==> src/rtl/serial_subtractor.sv <==
// Bit-serial, LSB-first subtractor: one full-subtractor cell per clock,
// WIDTH shift cycles per operation, then a single-cycle done pulse.
module serial_subtractor #(
  parameter int WIDTH = 8
) (
  input  logic             clk,
  input  logic             rst_n,
  input  logic             start,
  input  logic [WIDTH-1:0] a,
  input  logic [WIDTH-1:0] b,
  output logic [WIDTH-1:0] diff,
  output logic             borrow,
  output logic             busy,
  output logic             done
);

  localparam int CW = $clog2(WIDTH + 1);

  typedef enum logic [1:0] {
    IDLE,
    SHIFT,
    DONE
  } state_t;

  state_t           state_q, state_d;
  logic [CW-1:0]    cnt_q, cnt_d;
  logic [WIDTH-1:0] a_q, a_d;
  logic [WIDTH-1:0] b_q, b_d;
  logic [WIDTH-1:0] res_q, res_d;
  logic             br_q, br_d;
  logic             borrow_q, borrow_d;

  logic ai, bi, d_bit, br_next, last_bit;

  assign ai       = a_q[0];
  assign bi       = b_q[0];
  assign d_bit    = ai ^ bi ^ br_q;
  assign br_next  = (~ai & bi) | (~(ai ^ bi) & br_q);
  assign last_bit = (cnt_q == CW'(WIDTH - 1));

  always_comb begin
    state_d  = state_q;
    cnt_d    = cnt_q;
    a_d      = a_q;
    b_d      = b_q;
    res_d    = res_q;
    br_d     = br_q;
    borrow_d = borrow_q;
    unique case (state_q)
      IDLE: begin
        if (start) begin
          a_d     = a;
          b_d     = b;
          br_d    = 1'b0;
          cnt_d   = '0;
          state_d = SHIFT;
        end
      end
      SHIFT: begin
        a_d   = {1'b0, a_q[WIDTH-1:1]};
        b_d   = {1'b0, b_q[WIDTH-1:1]};
        res_d = {d_bit, res_q[WIDTH-1:1]};
        br_d  = br_next;
        cnt_d = cnt_q + CW'(1);
        // final borrow is published together with the last result bit
        if (last_bit) begin
          borrow_d = br_next;
          state_d  = DONE;
        end
      end
      DONE: begin
        state_d = IDLE;
      end
      default: begin
        state_d = IDLE;
      end
    endcase
  end

  always_ff @(posedge clk or negedge rst_n) begin
    if (!rst_n) begin
      state_q  <= IDLE;
      cnt_q    <= '0;
      a_q      <= '0;
      b_q      <= '0;
      res_q    <= '0;
      br_q     <= 1'b0;
      borrow_q <= 1'b0;
    end else begin
      state_q  <= state_d;
      cnt_q    <= cnt_d;
      a_q      <= a_d;
      b_q      <= b_d;
      res_q    <= res_d;
      br_q     <= br_d;
      borrow_q <= borrow_d;
    end
  end

  assign diff   = res_q;
  assign borrow = borrow_q;
  assign busy   = (state_q != IDLE);
  assign done   = (state_q == DONE);

endmodule

==> config.mk <==
export PLATFORM = sky130hd
export DESIGN_NAME = serial_subtractor
export DESIGN_NICKNAME = d
export VERILOG_FILES = /design/src/rtl/serial_subtractor.sv
export SDC_FILE = /design/constraint.sdc
export NUM_CORES = 1
export LEC_CHECK = 0
export CAP_MARGIN = 0
export CORE_AREA = 2 2 65 67
export CTS_CLUSTER_SIZE = 30
export DETAILED_ROUTE_END_ITERATION = 12
export DIE_AREA = 0 0 67 69
export PLACE_DENSITY = 0.6
export SETUP_SLACK_MARGIN = 0.02
export SLEW_MARGIN = 20
export SYNTH_ARGS = -nofsm -noshare
export SYNTH_HDL_FRONTEND = slang
export SYNTH_SLANG_ARGS = --single-unit
==> constraint.sdc <==
create_clock -name clk -period 1.3 [get_ports clk]
set_input_delay 0.195 -clock clk [delete_from_list [all_inputs] [get_ports clk]]
set_output_delay 0.195 -clock clk [all_outputs]
set_load 0.1 [all_outputs]
==> results of run 1 <==
-- worst max-delay path: cells and delay by family (launching register included) --
kind | cells | cell delay [ns]
and+or+nand+nor | 1 | 0.25
buffers and inverters | 2 | 0.28
DFF | 1 | 0.42
-- cell families (layout without fill, tap and decap cells) --
family                   count (synthesis)  after routing  synth area share, %
AO/OA/AOI/OAI                           51             51                20.30
AND/OR/NAND/NOR                         57             58                19.14
buffers and inverters                   12             56                4.060
flip-flops                              32             32                53.02
multiplexers                             2              2                1.326
adder cells (fa/ha/maj)                  2              2                2.154
-- worst paths after layout --
check	startpoint	end	slack [ns]	cells after the start
max in group asynchronous	rst_n	state_q[0]	0.83	2
worst max-delay path	state_q[1]	busy	-0.13	3
worst min register to register	br_q	br_q	0.48	2
min in group clk	br_q	br_q	0.48	2
worst min-delay path	rst_n	b_q[1]	0.28	2
worst max register to register	state_q[1]	a_q[1]	-0.02	5
-- flip-flops by register name, indices dropped and copies added (netlist names) --
name and cells:
a_q 8, b_q 8, borrow 1, br_q 1, cnt_q 4, diff 8
state_q 2
-- cell type report --
class                           count  share of cell area, %
Clock buffer                        7                  4.326
Inverter                            3                 0.5056
Multi-Input combinational cell    113                  31.29
Sequential cell                    32                  36.07
Tap cell                           50                  2.809
Timing Repair Buffer               46                  25.00
-- synth_stat cells, drive strengths merged --
cell and n:
dfrtp 32, nand2 32, o21ai 18, a21oi 16, a22oi 12, nor2b 10, and2b 6, buf 6
clkbuf 3, inv 3, a22o 2, and3b 2, mux2i 2, nand2b 2, nand3 2, a2bb2oi 1
fa 1, ha 1, nor2 1, nor3 1, o21bai 1, o311ai 1, or2 1
-- where the power goes --
| group | switching (mW) | internal, mW |
|---|---|---|
| registers | 0.387 | 1.42 |
| logic | 2.08 | 1.45 |
| clock network | 0.330 | 0.471 |
-- through the flow --
step / utilization (%) / hold WS (ns)
floorplan: - / -0.1006
global placement: 52.53 / 0.4730
detailed placement: 52.53 / 0.4800
CTS: 55.95 / 0.2822
global route: 56.91 / 0.2855
finish: 56.91 / 0.2800
-- routing by layer --
metal / up-vias / wire length (um) / track usage, %
li1: 631 / - / -
met5: - / 0 / 0
met2: 15 / 1707 / 26.40
met3: 4 / 95 / 4.568
met1: 603 / 1625 / 19.92
met4: 0 / 38 / 5.442
-- repair_timing --
item / CTS / global route
hold endpoints to repair: 0 / 0
gates cloned: 0 / 1
setup endpoints to repair: 15 / 25
hold buffers: 0 / 0
gates resized for setup: 4 / 6
pin swaps: 2 / 1
setup buffers: 4 / 0
==> metrics.log, run 1 <==
[metrics] Core Rows: 23
[metrics] average instance area after synthesis: 9.681 um2
[metrics] global-route wire length before repair: 5.699 mm
[metrics] number of nets in the layout: 222
[metrics] final non-filler cell area: 2227 um2
[metrics] outcome: finished with violations
[metrics] share of the synthesized area in the top cell type: 53.02%
[metrics] share of the yosys chip area belonging to registers: 53.02%
[metrics] Core Box Area: 3914 um2
[metrics] Gate Count Post-Synth: 156
[metrics] vias in the first global route: 1266
[metrics] register area: 803.3 um2
[metrics] synth-to-layout area growth: 47.47%
[metrics] clock-pin slew on the worst setup and hold paths: 0.07 ns
[metrics] yosys synthesis warning count: 0
[metrics] post-synthesis cell type with the largest combined area: sky130_fd_sc_hd__dfrtp_1
[metrics] area of the mapped netlist: 1510 um2
[metrics] die boundary width: 67 um
[metrics] crit path DAT: 1.23 ns
[metrics] total gr overflow: 0
[metrics] power per cell area: 2757 nW/um2
[metrics] flip-flop and latch count after synthesis: 32
[metrics] final setup margin: -0.1253 ns
[metrics] Inserted Diodes: 0
[metrics] Layout Skew: 0.008528 ns
[metrics] number of top-level pins: 30
[metrics] commonest cells after routing, fill and taps aside: sky130_fd_sc_hd__nand2_1 (32), sky130_fd_sc_hd__dfrtp_1 (30), sky130_fd_sc_hd__clkdlybuf4s50_1 (18)
[metrics] Final Hold Viols: 0
[metrics] Routed wire per std cell: 13.81 um
[metrics] critical path data required time: 1.11 ns
[metrics] Die Y-Extent: 69 um
[metrics] Finish-stage setup viols: 6
[metrics] average vias per placed instance: 4.992
[metrics] effective utilization at floorplan: 38.59%
[metrics] count of unresolved DRC violations after routing: 0
[metrics] Total Negative Setup Slacks: -0.1723 ns
[metrics] count of input and output buffers: 29
[metrics] largest net degree at the start of global routing: 33
[metrics] Crit Path Category: register to primary output
[metrics] max-cap violations: 0
[metrics] worst slack, placed: -0.1211 ns
[metrics] series of cell instances along the critical path: buf_6 -> or2_4 -> buf_12
[metrics] violations in the final reports: setup timing
[metrics] share of the clock period used by the worst path: 109.6%
[metrics] number of inserted filler cells in the final layout: 365
[metrics] power consumption: 6.140 mW
[metrics] number of instances in the placed design: 239
[metrics] DPL Wire Length: 2.456 mm
[metrics] DRT Wirelength: 3.467 mm
[metrics] multi-input gate area in the final layout: 696.9 um2
[metrics] leakage: 1.003 nW
[metrics] type of the most critical hold path: primary input to asynchronous set/reset pin
[metrics] CTS Buf Count: 5
[metrics] leading cell types by total area after synthesis: sky130_fd_sc_hd__dfrtp_1 (53%), sky130_fd_sc_hd__nand2_1 (8.0%), sky130_fd_sc_hd__a22oi_1 (6.0%)
[metrics] crit-path max FO: 3
[metrics] number of H-tree levels: 2
[metrics] setup repair after global routing missed its margin: yes
[metrics] library cells used by synthesis: 27
[metrics] Placer Congestion: 0.7677
[metrics] 1st-pass router iterations: 4
[metrics] antenna violations before repair: 0
[metrics] highest clock rate: 701.6 MHz
[metrics] Die ar.: 4623 um2
[metrics] Synth Net Count: 177
[metrics] clock tree from TritonCTS: yes
[metrics] most common cell after layout, fill and taps aside: sky130_fd_sc_hd__nand2_1
[metrics] non-filler instance count after layout: 251
[metrics] Root Driver: sky130_fd_sc_hd__clkbuf_8
[metrics] DP Area: 2056 um2
[metrics] worst-case vdd ir drop: 1350 uV
[metrics] clock latency on the worst-skew pair: 0.28 ns
[metrics] largest stage delay on the critical path: 0.42 ns
[metrics] max-slew violation count: 0
[metrics] Critical Path Start Type: register
[metrics] fraction of layout instances using a drive strength above 1: 22.39%
[metrics] first-iteration detailed-routing DRC count: 54
[metrics] number of clock sinks: 32
[metrics] remaining antenna violation count after routing: 0
[metrics] Slew @ Worst Pin: 0.2306 ns
[metrics] worst max-slew margin expressed relative to the limit: 84.63%
[metrics] Tmin final: 1.425 ns
[metrics] Via Count: 1253
[metrics] number of buffers on the longest clock path: 2
[metrics] Crit. End Element: primary output
[metrics] overall global routing resource usage: 16.07%
[metrics] slowest CP cell: sky130_fd_sc_hd__dfrtp_2
No activity file was read; power rests on OpenSTA's default activity.
==> run 2: changes to the inputs <==
Settings changed: CELL_PAD_IN_SITES_DETAIL_PLACEMENT set to 0, CELL_PAD_IN_SITES_GLOBAL_PLACEMENT set to 2, CORE_AREA 2 2 65 67 to 2 2 73 75, DIE_AREA 0 0 67 69 to 0 0 75 77, PLACE_DENSITY 0.6 to 0.74.
==> metrics.log, run 2 (synthesized netlist as in run 1, its figures left out) <==
[metrics] outcome: finished with violations (unchanged)
[metrics] violations in the final reports: setup timing (unchanged)
[metrics] synth-to-layout area growth: 59.57% (was 47.47%)
[metrics] depth of the most critical reg-to-reg path: 6 (was 5)
[metrics] routing usage on met2: 20.09% (was 26.40%)
[metrics] utilization of the core after routing: 48.42% (was 56.91%)
[metrics] clock-pin slew on the worst setup and hold paths: 0.06 ns (was 0.07 ns)
[metrics] Crit path depth: 3 (unchanged)
[metrics] number of buffers on the longest clock path: 2 (unchanged)
[metrics] Routed wire per std cell: 14.03 um (was 13.81 um)
[metrics] Layout Skew: 0.002807 ns (was 0.008528 ns)
[metrics] number of inserted filler cells in the final layout: 481 (was 365)
[metrics] commonest cells after routing, fill and taps aside: sky130_fd_sc_hd__dfrtp_1 (31), sky130_fd_sc_hd__nand2_1 (28), sky130_fd_sc_hd__clkdlybuf4s50_1 (18) (was sky130_fd_sc_hd__nand2_1 (32), sky130_fd_sc_hd__dfrtp_1 (30), sky130_fd_sc_hd__clkdlybuf4s50_1 (18))
[metrics] Die ar.: 5775 um2 (was 4623 um2)
[metrics] average vias per placed instance: 4.705 (was 4.992)
[metrics] critical path data required time: 1.11 ns (about the same)
[metrics] max-cap violations: 0 (unchanged)
[metrics] largest net degree at the start of global routing: 33 (unchanged)
[metrics] Tmin final: 1.435 ns (was 1.425 ns)
[metrics] Via Count: 1308 (was 1253)
[metrics] series of cell instances along the critical path: buf_6 -> or2_4 -> buf_12 (unchanged)
[metrics] non-filler instance count after layout: 278 (was 251)
[metrics] global-route wire length before repair: 5.975 mm (was 5.699 mm)
[metrics] DPL Wire Length: 2.458 mm (was 2.456 mm)
[metrics] highest clock rate: 697.1 MHz (was 701.6 MHz)
[metrics] busiest metal layer after global routing: met2 (unchanged)
[metrics] 1st-pass router iterations: 4 (unchanged)
[metrics] Core Box Area: 4977 um2 (was 3914 um2)
[metrics] final setup margin: -0.1346 ns (was -0.1253 ns)
[metrics] Final Hold Viols: 0 (unchanged)
[metrics] family with the most delay on the worst path: flip-flops (unchanged)
[metrics] CTS Buf Count: 5 (unchanged)
[metrics] met3 track utilization from global routing: 4.599% (was 4.568%)
[metrics] clock tree from TritonCTS: yes (unchanged)
[metrics] Finish-stage setup viols: 16 (was 6)
[metrics] die boundary width: 75 um (was 67 um)
[metrics] Crit. End Element: primary output (unchanged)
[metrics] worst-case vdd ir drop: 1452 uV (was 1350 uV)
[metrics] slowest CP cell: sky130_fd_sc_hd__dfrtp_2 (unchanged)
[metrics] total gr overflow: 0 (unchanged)
[metrics] largest stage delay on the critical path: 0.42 ns (about the same)
[metrics] met1 GRT Util: 17.94% (was 19.92%)
[metrics] count of unresolved DRC violations after routing: 0 (unchanged)
[metrics] setup repair after global routing missed its margin: yes (unchanged)
[metrics] vias in the first global route: 1264 (was 1266)
[metrics] first-iteration detailed-routing DRC count: 57 (was 54)
[metrics] Inserted Diodes: 0 (unchanged)
[metrics] minimum hold slack: 0.2701 ns (was 0.2800 ns)
[metrics] share of the clock period used by the worst path: 110.4% (was 109.6%)
[metrics] fraction of layout instances using a drive strength above 1: 34.62% (was 22.39%)
[metrics] buffers and inverters on the worst path: 2 (unchanged)
[metrics] overall global routing resource usage: 13.55% (was 16.07%)
[metrics] worst max-slew margin expressed relative to the limit: 84.47% (was 84.63%)
[metrics] effective utilization at floorplan: 30.34% (was 38.59%)
[metrics] reg2reg start: state_q[1] (unchanged)
[metrics] number of nets in the layout: 228 (was 222)
[metrics] remaining antenna violation count after routing: 0 (unchanged)
[metrics] Placer Congestion: 0.7295 (was 0.7677)
[metrics] leakage: 1.045 nW (was 1.003 nW)
[metrics] antenna violations before repair: 0 (unchanged)
[metrics] type of the most critical hold path: primary input to asynchronous set/reset pin (unchanged)
[metrics] endpoint of the most critical register-to-register path: a_q[2] (was a_q[1])
[metrics] clock latency on the worst-skew pair: 0.28 ns (about the same)
[metrics] Core Rows: 26 (was 23)
[metrics] Slew @ Worst Pin: 0.2293 ns (was 0.2306 ns)
[metrics] Reg2Reg Setup Slack: -0.05 ns (was -0.02 ns)
[metrics] number of clock sinks: 32 (unchanged)
[metrics] Root Driver: sky130_fd_sc_hd__clkbuf_8 (unchanged)
[metrics] most common cell after layout, fill and taps aside: sky130_fd_sc_hd__dfrtp_1 (was sky130_fd_sc_hd__nand2_1)
[metrics] Die Y-Extent: 77 um (was 69 um)
[metrics] Critical Path Start Type: register (unchanged)
[metrics] crit-path max FO: 4 (was 3)
[metrics] number of H-tree levels: 2 (unchanged)
[metrics] number of top-level pins: 30 (unchanged)
[metrics] crit path DAT: 1.24 ns (was 1.23 ns)
[metrics] power per cell area: 2717 nW/um2 (was 2757 nW/um2)
[metrics] count of input and output buffers: 29 (unchanged)
[metrics] Crit Path Category: register to primary output (unchanged)
[metrics] number of instances in the placed design: 259 (was 239)
[metrics] DRT Wirelength: 3.901 mm (was 3.467 mm)
[metrics] max-slew violation count: 0 (unchanged)
[run 2: cell types whose count changed in the layout (fill, tap and decap cells not counted), moves of 4 or more]
cell                      change
sky130_fd_sc_hd__a22oi_1     -12
sky130_fd_sc_hd__a22oi_2     +12
sky130_fd_sc_hd__buf_6        +6
sky130_fd_sc_hd__nand2_1      -4
sky130_fd_sc_hd__nand2_2      +4
[run 2: metrics by stage]
step | setup TNS (ns) | worst slack [ns] | total power [mW] | instance area [um2]
after CTS | -0.1672 | -0.1429 | 6.058 | 2206
after global placement | -0.7361 | -0.06742 | 5.117 | 2081
after detailed placement | -1.246 | -0.08692 | 5.173 | 2081
after global routing | -1.408 | -0.1779 | 6.965 | 2410
final | -0.4155 | -0.1346 | 6.548 | 2410
after floorplan | -0.03406 | -0.03406 | 3.927 | 1534
[run 2: worst register-to-register path, delay by kind of cell, from the launching register on]
kind,cells,cell delay (ns)
flip-flops,1,0.38
buffers and inverters,3,0.37
AND/OR/NAND/NOR,1,0.26
AO/OA/AOI/OAI,2,0.21
[run 2: how the worst max path moves through the flow]
stage,startpoint,endpoint,slack [ns]
floorplan,state_q[1],done,-0.03
global placement,start,cnt_q[2],-0.07
detailed placement,start,cnt_q[3],-0.09
CTS,state_q[0],busy,-0.14
global route,state_q[1],busy,-0.18
finish,state_q[1],busy,-0.13
[run 2: routing by layer]
metal / vias up / wire length, um / share of wire [%]
met5: - / 0 / 0
li1: 643 / - / -
met2: 17 / 1980 / 51
met1: 642 / 1735 / 44
met4: 0 / 48 / 1.2
met3: 6 / 138 / 3.5
[run 2: cell type report]
cell class,instances,area (um2),area share (%)
tap,70,87.58,3.634
timing repair buffer,52,624.3,25.91
inverter,3,11.26,0.4673
multi-input combinational,113,792.0,32.87
sequential,32,802.0,33.28
clock buffer,6,82.58,3.427
clock inverter,2,10.01,0.4154
[run 2: report_power, final]
group	total [mW]	switching [mW]	internal, mW
clock	0.781	0.359	0.422
sequential	1.87	0.455	1.42
combinational	3.89	2.22	1.67
[run 2: what timing repair did]
item / CTS / global route
resized for setup: 4 / 36
cloned: 0 / 3
hold buffers: 0 / 0
pin swaps: 1 / 13
endpoints found under the setup margin: 2 / 30
buffers inserted: 3 / 5
==> run 3: changes to the inputs <==
Settings changed: CORE_AREA 2 2 73 75 to 2 2 76 78, DIE_AREA 0 0 75 77 to 0 0 78 80, PLACE_DENSITY 0.74 to 0.68.
==> metrics.log, run 3 (synthesized netlist as in run 1, its figures left out) <==
[metrics] Inserted Diodes: 0 (unchanged)
[metrics] max-cap violations: 0 (unchanged)
[metrics] worst-case vdd ir drop: 1360 uV (was 1452 uV)
[metrics] vias in the first global route: 1280 (was 1264)
[metrics] Root Driver: sky130_fd_sc_hd__clkbuf_8 (unchanged)
[metrics] Tmin final: 1.427 ns (was 1.435 ns)
[metrics] crit path DAT: 1.23 ns (was 1.24 ns)
[metrics] commonest cells after routing, fill and taps aside: sky130_fd_sc_hd__nand2_1 (32), sky130_fd_sc_hd__dfrtp_1 (31), sky130_fd_sc_hd__clkdlybuf4s50_1 (18) (was sky130_fd_sc_hd__dfrtp_1 (31), sky130_fd_sc_hd__nand2_1 (28), sky130_fd_sc_hd__clkdlybuf4s50_1 (18))
[metrics] number of buffers on the longest clock path: 2 (unchanged)
[metrics] Critical Path Start Type: register (unchanged)
[metrics] Via Count: 1294 (was 1308)
[metrics] Finish-stage setup viols: 23 (was 16)
[metrics] final setup margin: -0.1270 ns (was -0.1346 ns)
[metrics] DRT Wirelength: 3.824 mm (was 3.901 mm)
[metrics] clock latency on the worst-skew pair: 0.28 ns (about the same)
[metrics] antenna violations before repair: 0 (unchanged)
[metrics] number of instances in the placed design: 263 (was 259)
[metrics] Final Hold Viols: 0 (unchanged)
[metrics] minimum hold slack: 0.2722 ns (was 0.2701 ns)
[metrics] number of clock sinks: 32 (unchanged)
[metrics] Die ar.: 6240 um2 (was 5775 um2)
[metrics] reg2reg start: state_q[1] (unchanged)
[metrics] switching part of the total power: 44.89% (was 46.34%)
[metrics] fraction of layout instances using a drive strength above 1: 32.85% (was 34.62%)
[metrics] number of H-tree levels: 2 (unchanged)
[metrics] worst slack, placed: -0.1377 ns (was -0.08692 ns)
[metrics] effective utilization at floorplan: 27.94% (was 30.34%)
[metrics] Routed wire per std cell: 13.71 um (was 14.03 um)
[metrics] number of top-level pins: 30 (unchanged)
[metrics] met1 GRT Util: 16.30% (was 17.94%)
[metrics] relative contribution of combinational cells to total power: 58.4% (was 59.5%)
[metrics] fraction of power consumed by the clock network: 14.1% (was 11.9%)
[metrics] type of the most critical hold path: primary input to asynchronous set/reset pin (unchanged)
[metrics] leakage: 1.053 nW (was 1.045 nW)
[metrics] utilization of the core after routing: 44.77% (was 48.42%)
[metrics] violations in the final reports: setup timing (unchanged)
[metrics] outcome: finished with violations (unchanged)
[metrics] Core Box Area: 5405 um2 (was 4977 um2)
[metrics] part of the total power dissipated in sequential elements: 27.5% (was 28.6%)
[metrics] Core Rows: 27 (was 26)
[metrics] most common cell after layout, fill and taps aside: sky130_fd_sc_hd__nand2_1 (was sky130_fd_sc_hd__dfrtp_1)
[metrics] power per cell area: 2776 nW/um2 (was 2717 nW/um2)
[metrics] overall global routing resource usage: 12.72% (was 13.55%)
[metrics] highest clock rate: 700.8 MHz (was 697.1 MHz)
[metrics] count of unresolved DRC violations after routing: 0 (unchanged)
[metrics] switching component of the power: 3.015 mW (was 3.034 mW)
[metrics] first-iteration detailed-routing DRC count: 85 (was 57)
[metrics] setup repair after global routing missed its margin: yes (unchanged)
[metrics] Crit Path Category: register to primary output (unchanged)
[metrics] largest net degree at the start of global routing: 33 (unchanged)
[metrics] total gr overflow: 0 (unchanged)
[metrics] Internal Pwr Total: 3.701 mW (was 3.513 mW)
[metrics] average vias per placed instance: 4.638 (was 4.705)
[metrics] count of input and output buffers: 29 (unchanged)
[metrics] Layout Skew: 0.002389 ns (was 0.002807 ns)
[metrics] die boundary width: 78 um (was 75 um)
[metrics] Total Negative Setup Slacks: -0.7319 ns (was -0.4155 ns)
[metrics] remaining antenna violation count after routing: 0 (unchanged)
[metrics] Crit. End Element: primary output (unchanged)
[metrics] busiest metal layer after global routing: met2 (unchanged)
[metrics] global-route wire length before repair: 6.147 mm (was 5.975 mm)
[metrics] worst max-slew margin expressed relative to the limit: 83.80% (was 84.47%)
[metrics] hold buffer count at cts: 0 (unchanged)
[metrics] max-slew violation count: 0 (unchanged)
[metrics] CTS Buf Count: 5 (unchanged)
[metrics] crit-path max FO: 4 (unchanged)
[metrics] routing usage on met2: 19.74% (was 20.09%)
[metrics] Placer Congestion: 0.8103 (was 0.7295)
[metrics] synth-to-layout area growth: 60.23% (was 59.57%)
[metrics] Slew @ Worst Pin: 0.2430 ns (was 0.2293 ns)
[metrics] depth of the most critical reg-to-reg path: 6 (unchanged)
[metrics] 1st-pass router iterations: 3 (was 4)
[metrics] critical path data required time: 1.11 ns (about the same)
[metrics] non-filler instance count after layout: 279 (was 278)
[metrics] share of the clock period used by the worst path: 109.8% (was 110.4%)
[metrics] clock-pin slew on the worst setup and hold paths: 0.07 ns (was 0.06 ns)
[metrics] Die Y-Extent: 80 um (was 77 um)
[metrics] met3 track utilization from global routing: 4.072% (was 4.599%)
[metrics] endpoint of the most critical register-to-register path: a_q[1] (was a_q[2])
[metrics] Reg2Reg Setup Slack: -0.08 ns (was -0.05 ns)
[metrics] clock tree from TritonCTS: yes (unchanged)
[metrics] number of nets in the layout: 227 (was 228)
[metrics] DPL Wire Length: 2.479 mm (was 2.458 mm)
-- run 3: cell count changes in the layout (fill, tap and decap cells not counted), sizes merged --
cell and delta:
buf -2, bufinv +1, clkinv -1, clkinvlp +1
-- run 3: worst max-delay path by stage --
| stage | start | end | slack [ns] | depth (start not counted) |
|---|---|---|---|---|
| floorplan | state_q[1] | done | -0.03 | 3 |
| global placement | start | cnt_q[3] | -0.07 | 5 |
| detailed placement | start | a_q[1] | -0.14 | 4 |
| CTS | state_q[1] | busy | -0.15 | 3 |
| global route | state_q[1] | busy | -0.18 | 3 |
| finish | state_q[0] | busy | -0.13 | 3 |
-- run 3: what timing repair did --
item,CTS,global route
pin swaps,1,6
resized for setup,8,27
buffers inserted,4,3
cloned,0,2
setup endpoints to repair,5,20
-- run 3: layout make-up --
class                   count  area [um2]
clock buffers               5       68.82
clock inverters             3       42.54
fillers                   530        2985
inverters                   3       11.26
multi-input cells         113       778.2
flip-flops and latches     32       802.0
well taps                  72       90.09
repair buffers             51       626.9
-- run 3: power groups by stage --
| stage | Clock [mW] | Combinational, mW | Sequential (mW) |
|---|---|---|---|
| after global placement | 0 | 3.35 | 1.82 |
| after CTS | 0.992 | 3.57 | 1.80 |
| after detailed placement | 0 | 3.39 | 1.82 |
| after global routing | 1.04 | 4.18 | 1.91 |
| final | 0.945 | 3.92 | 1.85 |
| after floorplan | 0 | 1.32 | 2.60 |
-- run 3: routing by layer --
layer / vias up / wire [um]
li1: 639 / -
met1: 621 / 1745
met2: 28 / 1871
met3: 6 / 155
met4: 0 / 51
met5: - / 0
-- run 3: critical path, stage by stage, from the launching register on --
cell and delay, ns:
sky130_fd_sc_hd__dfrtp_1 0.40, sky130_fd_sc_hd__buf_6 0.14, sky130_fd_sc_hd__or2_4 0.25, sky130_fd_sc_hd__buf_12 0.16
-- run 3: metrics by stage --
step                power [mW]  instance area, um2
floorplan                3.927                1534
global placement         5.170                2086
detailed placement       5.215                2086
CTS                      6.360                2260
global route             7.130                2420
finish                   6.717                2420
